<file path="src/rtl/cpu_ctrl_fsm.sv">
// rtl/cpu_ctrl_fsm.sv - multi-cycle FETCH/DECODE/EXEC/MEM/WB controller for the RV32I subset datapath
module cpu_ctrl_fsm #(
  parameter int COUNT_W     = 32,
  parameter int MEM_TIMEOUT = 16
) (
  input  logic               clk,
  input  logic               rst,
  input  logic [6:0]         opcode,
  input  logic [2:0]         funct3,
  input  logic               zero,
  input  logic               mem_ready,
  output logic               mem_req,
  output logic               mem_we,
  output logic               pc_we,
  output logic               ir_we,
  output logic               reg_we,
  output logic [1:0]         alu_src_a,
  output logic [1:0]         alu_src_b,
  output logic [1:0]         alu_op,
  output logic [1:0]         wb_sel,
  output logic               pc_src,
  output logic [2:0]         state,
  output logic               halted,
  output logic               bus_err,
  output logic [COUNT_W-1:0] instr_count
);

  localparam logic [6:0] OP_R      = 7'b0110011;
  localparam logic [6:0] OP_I      = 7'b0010011;
  localparam logic [6:0] OP_LOAD   = 7'b0000011;
  localparam logic [6:0] OP_STORE  = 7'b0100011;
  localparam logic [6:0] OP_BRANCH = 7'b1100011;
  localparam logic [6:0] OP_JAL    = 7'b1101111;
  localparam logic [6:0] OP_LUI    = 7'b0110111;

  localparam int              WAIT_W     = $clog2(MEM_TIMEOUT + 2);
  localparam logic [WAIT_W-1:0] WAIT_LIMIT = WAIT_W'(MEM_TIMEOUT - 1);

  typedef enum logic [2:0] {
    S_FETCH  = 3'd0,
    S_DECODE = 3'd1,
    S_EXEC   = 3'd2,
    S_MEM    = 3'd3,
    S_WB     = 3'd4,
    S_HALT   = 3'd5
  } state_t;

  state_t              r_state;
  state_t              w_next;
  logic [6:0]          r_opcode;
  logic [2:0]          r_funct3;
  logic [WAIT_W-1:0]   r_wait;
  logic [COUNT_W-1:0]  r_count;
  logic                r_halted;
  logic                r_bus_err;
  logic                w_retire;
  logic                w_timeout;
  logic                w_wait_limit;
  logic                w_supported;

  assign state       = r_state;
  assign halted      = r_halted;
  assign bus_err     = r_bus_err;
  assign instr_count = r_count;

  // The last waiting cycle is the one that would bring the counter to the limit.
  assign w_wait_limit = (MEM_TIMEOUT != 0) && (r_wait == WAIT_LIMIT);

  always_comb begin
    w_supported = 1'b0;
    case (opcode)
      OP_R, OP_I, OP_LOAD, OP_STORE, OP_JAL, OP_LUI: w_supported = 1'b1;
      OP_BRANCH: w_supported = (funct3 == 3'b000) || (funct3 == 3'b001);
      default:   w_supported = 1'b0;
    endcase
  end

  always_comb begin
    mem_req   = 1'b0;
    mem_we    = 1'b0;
    pc_we     = 1'b0;
    ir_we     = 1'b0;
    reg_we    = 1'b0;
    alu_src_a = 2'd0;
    alu_src_b = 2'd0;
    alu_op    = 2'd0;
    wb_sel    = 2'd0;
    pc_src    = 1'b0;
    w_next    = r_state;
    w_retire  = 1'b0;
    w_timeout = 1'b0;
    case (r_state)
      S_FETCH: begin
        mem_req   = 1'b1;
        alu_src_b = 2'd2;
        if (mem_ready) begin
          ir_we  = 1'b1;
          pc_we  = 1'b1;
          w_next = S_DECODE;
        end else if (w_wait_limit) begin
          w_next    = S_HALT;
          w_timeout = 1'b1;
        end
      end
      S_DECODE: begin
        alu_src_b = 2'd1;
        w_next    = w_supported ? S_EXEC : S_HALT;
      end
      S_EXEC: begin
        case (r_opcode)
          OP_R: begin
            alu_src_a = 2'd1;
            alu_op    = 2'd2;
            w_next    = S_WB;
          end
          OP_I: begin
            alu_src_a = 2'd1;
            alu_src_b = 2'd1;
            alu_op    = 2'd2;
            w_next    = S_WB;
          end
          OP_LUI: begin
            alu_src_a = 2'd2;
            alu_src_b = 2'd1;
            w_next    = S_WB;
          end
          OP_LOAD, OP_STORE: begin
            alu_src_a = 2'd1;
            alu_src_b = 2'd1;
            w_next    = S_MEM;
          end
          OP_BRANCH: begin
            alu_src_a = 2'd1;
            alu_op    = 2'd1;
            pc_src    = 1'b1;
            pc_we     = (r_funct3 == 3'b000) ? zero : ~zero;
            w_next    = S_FETCH;
            w_retire  = 1'b1;
          end
          OP_JAL: begin
            pc_we    = 1'b1;
            pc_src   = 1'b1;
            reg_we   = 1'b1;
            wb_sel   = 2'd2;
            w_next   = S_FETCH;
            w_retire = 1'b1;
          end
          default: w_next = S_HALT;
        endcase
      end
      S_MEM: begin
        mem_req = 1'b1;
        mem_we  = (r_opcode == OP_STORE);
        if (mem_ready) begin
          if (r_opcode == OP_STORE) begin
            w_next   = S_FETCH;
            w_retire = 1'b1;
          end else begin
            w_next = S_WB;
          end
        end else if (w_wait_limit) begin
          w_next    = S_HALT;
          w_timeout = 1'b1;
        end
      end
      S_WB: begin
        reg_we   = 1'b1;
        wb_sel   = (r_opcode == OP_LOAD) ? 2'd1 : 2'd0;
        w_next   = S_FETCH;
        w_retire = 1'b1;
      end
      S_HALT:  w_next = S_HALT;
      default: w_next = S_HALT;
    endcase
    if (rst) begin
      mem_req = 1'b0;
      mem_we  = 1'b0;
      pc_we   = 1'b0;
      ir_we   = 1'b0;
      reg_we  = 1'b0;
    end
  end

  always_ff @(posedge clk) begin
    if (rst) begin
      r_state   <= S_FETCH;
      r_opcode  <= 7'd0;
      r_funct3  <= 3'd0;
      r_wait    <= '0;
      r_count   <= '0;
      r_halted  <= 1'b0;
      r_bus_err <= 1'b0;
    end else begin
      r_state <= w_next;
      if (r_state == S_DECODE) begin
        r_opcode <= opcode;
        r_funct3 <= funct3;
      end
      if (w_retire)            r_count   <= r_count + 1'b1;
      if (w_next == S_HALT)    r_halted  <= 1'b1;
      if (w_timeout)           r_bus_err <= 1'b1;
      if (w_next != r_state)   r_wait    <= '0;
      else if (mem_req && !mem_ready) r_wait <= r_wait + 1'b1;
    end
  end

endmodule

</file>
<file path="config.mk">
export PLATFORM = sky130hd
export DESIGN_NAME = cpu_ctrl_fsm
export DESIGN_NICKNAME = d
export VERILOG_FILES = /design/src/rtl/cpu_ctrl_fsm.sv
export SDC_FILE = /design/constraint.sdc
export NUM_CORES = 1
export LEC_CHECK = 0
export CORE_MARGIN = 3
export CORE_UTILIZATION = 43
export CTS_CLUSTER_DIAMETER = 40
export CTS_CLUSTER_SIZE = 14
export DETAILED_ROUTE_END_ITERATION = 8
export PLACE_DENSITY = 0.78
export SLEW_MARGIN = 10
export SYNTH_ARGS = -nofsm -noshare
export SYNTH_HDL_FRONTEND = slang
export SYNTH_SLANG_ARGS = --single-unit
</file>
<file path="constraint.sdc">
create_clock -name clk -period 2.55 [get_ports clk]
set_clock_uncertainty 0.15 [all_clocks]
set_input_delay 0.51 -clock clk [delete_from_list [all_inputs] [get_ports clk]]
set_output_delay 0.51 -clock clk [all_outputs]
set_load 0.02 [all_outputs]
</file>
# [After elaboration in Yosys (flattened, before gate mapping)]
# Cells that the tools add are included.
# W data, S select, Z words.
[totals] elab_cells=86 out_inout_bits=51 reg_bits=52
[op_classes] mux=39 reduce_logical=15 addsub=2 n_bitwise=1 eq_ne=22
[op_table] operator="$eq A7 B6 Y1 const B" n=6
[op_table] operator="$add A32 B1 Y32 const B" n=1
[op_table] operator="$eq A7 B7 Y1 const B" n=4
[op_table] operator="$mux W1" n=20
[op_table] operator="$mux W3" n=5
[op_table] operator="$pmux W3 S5" n=1
[op_table] operator="$eq A7 B2 Y1 const B" n=2
[op_table] operator="$eq A7 B5 Y1 const B" n=2
[op_table] operator="$pmux W2 S2" n=3
[op_table] operator="$reduce_or A2 Y1" n=5
[op_table] operator="$logic_not A3 Y1" n=3
[op_table] operator="$pmux W3 S3" n=1
[op_table] operator="$pmux W1 S2" n=4
[op_table] operator="$eq A3 B1 Y1 const B" n=2
[op_table] operator="$eq A3 B2 Y1 const B" n=2
[op_table] operator="$eq A3 B3 Y1 const B" n=2
[op_table] operator="$mux W2" n=3
[op_table] operator="$pmux W2 S3" n=1
[op_table] operator="$reduce_or A6 Y1" n=1
[op_table] operator="$add A5 B1 Y5 const B" n=1
[op_table] operator="$eq A5 B4 Y1 const B" n=1
[op_table] operator="$reduce_or A5 Y1" n=1
[op_table] operator="$reduce_or A4 Y1" n=1
[op_table] operator="$ne A3 B3 Y1" n=1
[op_table] operator="6 further kinds" n=6

# [Logic depth before layout (Yosys ltp)]
[logic_depth] depth_word=7 mapped_depth=8

# [Worst setup path after synthesis]
# OpenSTA, ideal clock, no wires.
[synth_timing] path_type="register to output" from="reg r_state[0] (netlist: state[0])" to="out pc_we" slack_ps=-572 stages_incl_launch_ff=7 t_arrival_ps=2462 required_ps=1890 n_path_buf=1 cell_sequence="dfxtp_1 -> buf_6 -> or3b_4 -> or2_2 -> nor4_1 -> nand2_1 -> a31oi_1"
[synth_between] elab_chain_cells=3 elab_cells_between_ends=4
[synth_lines] element="start, declared" line_no="48" text="state_t r_state;"
[synth_lines] element="start signal, assigned" line_no="194" text="r_state <= w_next;"
[synth_lines] element="$eq A3 B2 Y1 / $logic_not A3 Y1 (equally long branches)" line_no="92" text="case (r_state)"
[synth_lines] element="$pmux W1 S2 (*)" line_no="92"
[synth_lines] element="$mux W1 (*)" line_no="175" text="if (rst) begin"
[synth_lines] element="end, declared" line_no="14" text="output logic pc_we,"
# Every way passes the cells marked *; elsewhere a longest branch is shown, timed or not.

# [Worst setup path after layout]
# Ends and elaborated chain as after synthesis.

==> flow_metrics.env <==
export IMPL_setup_viol=4
export IMPL_fillers=557
export IMPL_num_antenna_cells=0
export IMPL_post_route_period_util_pct=104
export IMPL_worstHoldPathCells=2
export IMPL_use_met1_pct=25.6
export IMPL_async_flop_share_pct=0
export IMPL_gp_congestion=0.883
export IMPL_slew_headroom_pct=54.7
export IMPL_die_h_um=89.4
export IMPL_fp_row_count=29
export IMPL_yosysSeqAreaShare_pct=34.8
export IMPL_place_inst=534
export IMPL_period_minus_slack_ns=2.64
export IMPL_pin_count=65
export IMPL_drive_gt1_share_pct=19.1
export IMPL_synth_seq_cells=52
export IMPL_path_class="register to primary output"
export IMPL_synth_top_cells_by_area="dfxtp_1 (35%), nand2_1 (5.1%), nor2_1 (4.6%), a21oi_1 (4.5%), nor2b_1 (4.2%)"
export IMPL_clock_sinks=52
export IMPL_crit_path_max_fanout=3
export IMPL_grt_pass1_vias=2898
export IMPL_rsz0062_at_grt="true"
export IMPL_dp_hpwl_um=5790
export IMPL_yosysTopAreaCell="dfxtp_1"
export IMPL_maxSlewViolCount=0
export IMPL_start_util_pct=45.8
export IMPL_antenna_found_initial=0
export IMPL_reg2reg_depth=8
export IMPL_grt_pass1_wl_um=13100
export IMPL_h_tree_depth=2
export IMPL_use_met3_pct=4.61
export IMPL_synth_edf_count=0
export IMPL_clock_path_buffers=2
export IMPL_cts_root_buf="clkbuf_8"
export IMPL_nets=482
export IMPL_port_buffers=64
export IMPL_synth_top_area_share_pct=34.8
export IMPL_critPathRequiredTime_ns=1.89
export IMPL_clk_pin_slew_ns=0.09
export IMPL_met2_usage_pct=34.6
export IMPL_leakagePower_nw=1.50
export IMPL_dieArea_sq_um=8000
export IMPL_syn_nets=397
export IMPL_cp_data_arrival_time_ns=1.98
export IMPL_clock_latency_ns=0.30
export IMPL_worstMarginPinSlew_ns=0.680
export IMPL_fp_dieW_um=89.4
export IMPL_antenna_left=0
export IMPL_endpoint_kind="primary output"
export IMPL_max_cap_viol_count=0
export IMPL_drt_iter0_markers=161
export IMPL_synth_warnings=0
export IMPL_start_kind="register"
export IMPL_violations="setup timing"
export IMPL_grt_max_degree=72
export IMPL_synth_distinct_cells=49
export IMPL_powerDensity_nw_per_um2=497
export IMPL_hold_path_class="register to register"
export IMPL_cts_buffers=5
export IMPL_detailedPlace_worstSlack_ns=-0.278
export IMPL_grt_ovfl_total=0
export IMPL_layout_cells_non_filler=542
export IMPL_gr_max_usage_layer="met2"
export IMPL_design_core_area_sq_um=6530
export IMPL_area_delta_synth_final_pct=38.3
export IMPL_drc_errors=0
export IMPL_setup_ws_ns=-0.0893
export IMPL_syn_inst=380
export IMPL_hold_viol=0
export IMPL_tritoncts="yes"
export IMPL_status="finished, violations left"
export IMPL_routedWlPerCell_um=15.0
export IMPL_irDropWorstVdd_mv=0.298
export IMPL_grt_usage_pct=20.2
export IMPL_detailedRoute_firstPassIterationCount=4
export IMPL_routed_wirelength_um=8100
export IMPL_fmax_ghz=0.379
export IMPL_via_count=3093
export IMPL_synth_flop_cell="dfxtp_1"
export IMPL_avgViaCountPerCell=5.71
export IMPL_synth_avg_cell_area_sq_um=7.88
export IMPL_netlist_area_sq_um=2990
==> sequential cells by signal, summed over array words and instances, names as in the netlist <==
register and flops:
instr_count 32, state 3, bus_err 1, r_wait 5, halted 1, r_funct3 3, r_opcode 7
==> layout by cell type, fill, tap and decap left out, types with 2 or more instances in the layout <==
cell             instances
nor4_1                   4
o31ai_1                 11
xor2_1                   3
buf_6                    6
or4_1                    6
buf_4                   35
o21ai_0                  8
mux2_1                   9
clkbuf_8                 5
a21oi_1                 25
nor4_2                   4
nand4_1                  6
inv_1                    8
or3_1                   12
clkdlybuf4s50_1         50
mux2i_1                  3
dlygate4sd2_1            4
a31oi_1                  2
nor3b_1                  4
clkbuf_2                 2
nand3b_1                 3
and3_1                   6
dfxtp_1                 49
nor4b_2                  2
dfxtp_2                  3
a21oi_2                  2
nand2_1                 40
nand2b_1                 6
xnor2_1                  5
ha_1                     3
nor4_4                   5
nor2_1                  37
nor3_1                  21
nand3_1                 17
nor2b_1                 20
mux2_2                   9
clkdlybuf4s15_1          2
==> layer usage <==
metal | vias up | part of all wire, %
li1 | 1536 | -
met1 | 1458 | 44
met2 | 92 | 49
met3 | 7 | 5.7
met4 | 0 | 0.94
met5 | - | 0
==> synth_stat cells (6+ instances only) <==
cell and n:
a21oi_1 27, and3_1 6, clkbuf_1 18, dfxtp_1 52, inv_1 9, mux2_1 9
mux2_2 9, nand2_1 41, nand2b_1 6, nand3_1 17, nand4_1 6, nor2_1 37
nor2b_1 20, nor3_1 21, nor4_1 12, o21ai_0 8, o31ai_1 11, or3_1 13
or4_1 7
==> area by class of cell <==
class	count	area [sq um]	share of cell area, %
clock buffers	6	72.6	1.75
clock inverters	1	5.00	0.121
inverters	9	33.8	0.816
multi-input cells	296	1970	47.5
flip-flops and latches	52	1040	25.2
well taps	77	96.3	2.33
repair buffers	101	921	22.2
==> where the power goes <==
part / internal [mW] / total, mW / switching [mW]
registers: 0.859 / 0.898 / 0.0391
logic: 0.302 / 0.708 / 0.406
clock network: 0.188 / 0.451 / 0.264
==> worst max-delay path: stages, from the launching register on <==
cell,delay (ns)
dfxtp_2,0.33
or3b_4,0.39
or2_4,0.25
or3_4,0.41
a31oi_4,0.17
buf_6,0.13
==> logic make-up (layout without fill, tap and decap cells) <==
kind of cell,Yosys count,in the layout,share of synthesized area [%]
AO/OA/AOI/OAI,61,61,12.9
XOR/XNOR,8,8,2.34
adder cells (fa/ha/maj),3,3,1.25
buffers and inverters,32,117,4.55
flip-flops,52,52,34.8
multiplexers,21,21,7.77
AND/OR/NAND/NOR,203,203,36.4
==> through the flow <==
stage	utilization, %	hold WS (ns)	instance area, sq um	power (mW)	setup TNS [ns]
after floorplan	-	0.286	3030	1.33	-0.0235
after global placement	60.6	0.295	3960	1.59	-0.776
after detailed placement	60.6	0.308	3960	1.60	-0.984
after CTS	62.1	0.321	4060	2.05	-0.135
after global routing	63.4	0.357	4140	2.16	-0.492
final	63.4	0.316	4140	2.06	-0.229
==> what timing repair did <==
item / in CTS / in global routing
cloned: 0 / 0
setup buffers: 0 / 1
gates resized for setup: 42 / 25
setup endpoints to repair: 17 / 26
hold buffers: 0 / 0
pin swaps: 4 / 7
==> worst paths after layout <==
path	start	endpoint	slack [ns]
hold reg to reg	r_funct3[1]$_SDFFE_PP0N_	r_funct3[1]$_SDFFE_PP0N_	0.32
setup / recovery	state[0]$_SDFF_PP0_	pc_we	-0.09
hold / removal	r_funct3[1]$_SDFFE_PP0N_	r_funct3[1]$_SDFFE_PP0N_	0.32
setup reg to reg	state[0]$_SDFF_PP0_	instr_count[28]$_SDFFE_PP0P_	0.03
(Power assumes the default switching activity.)
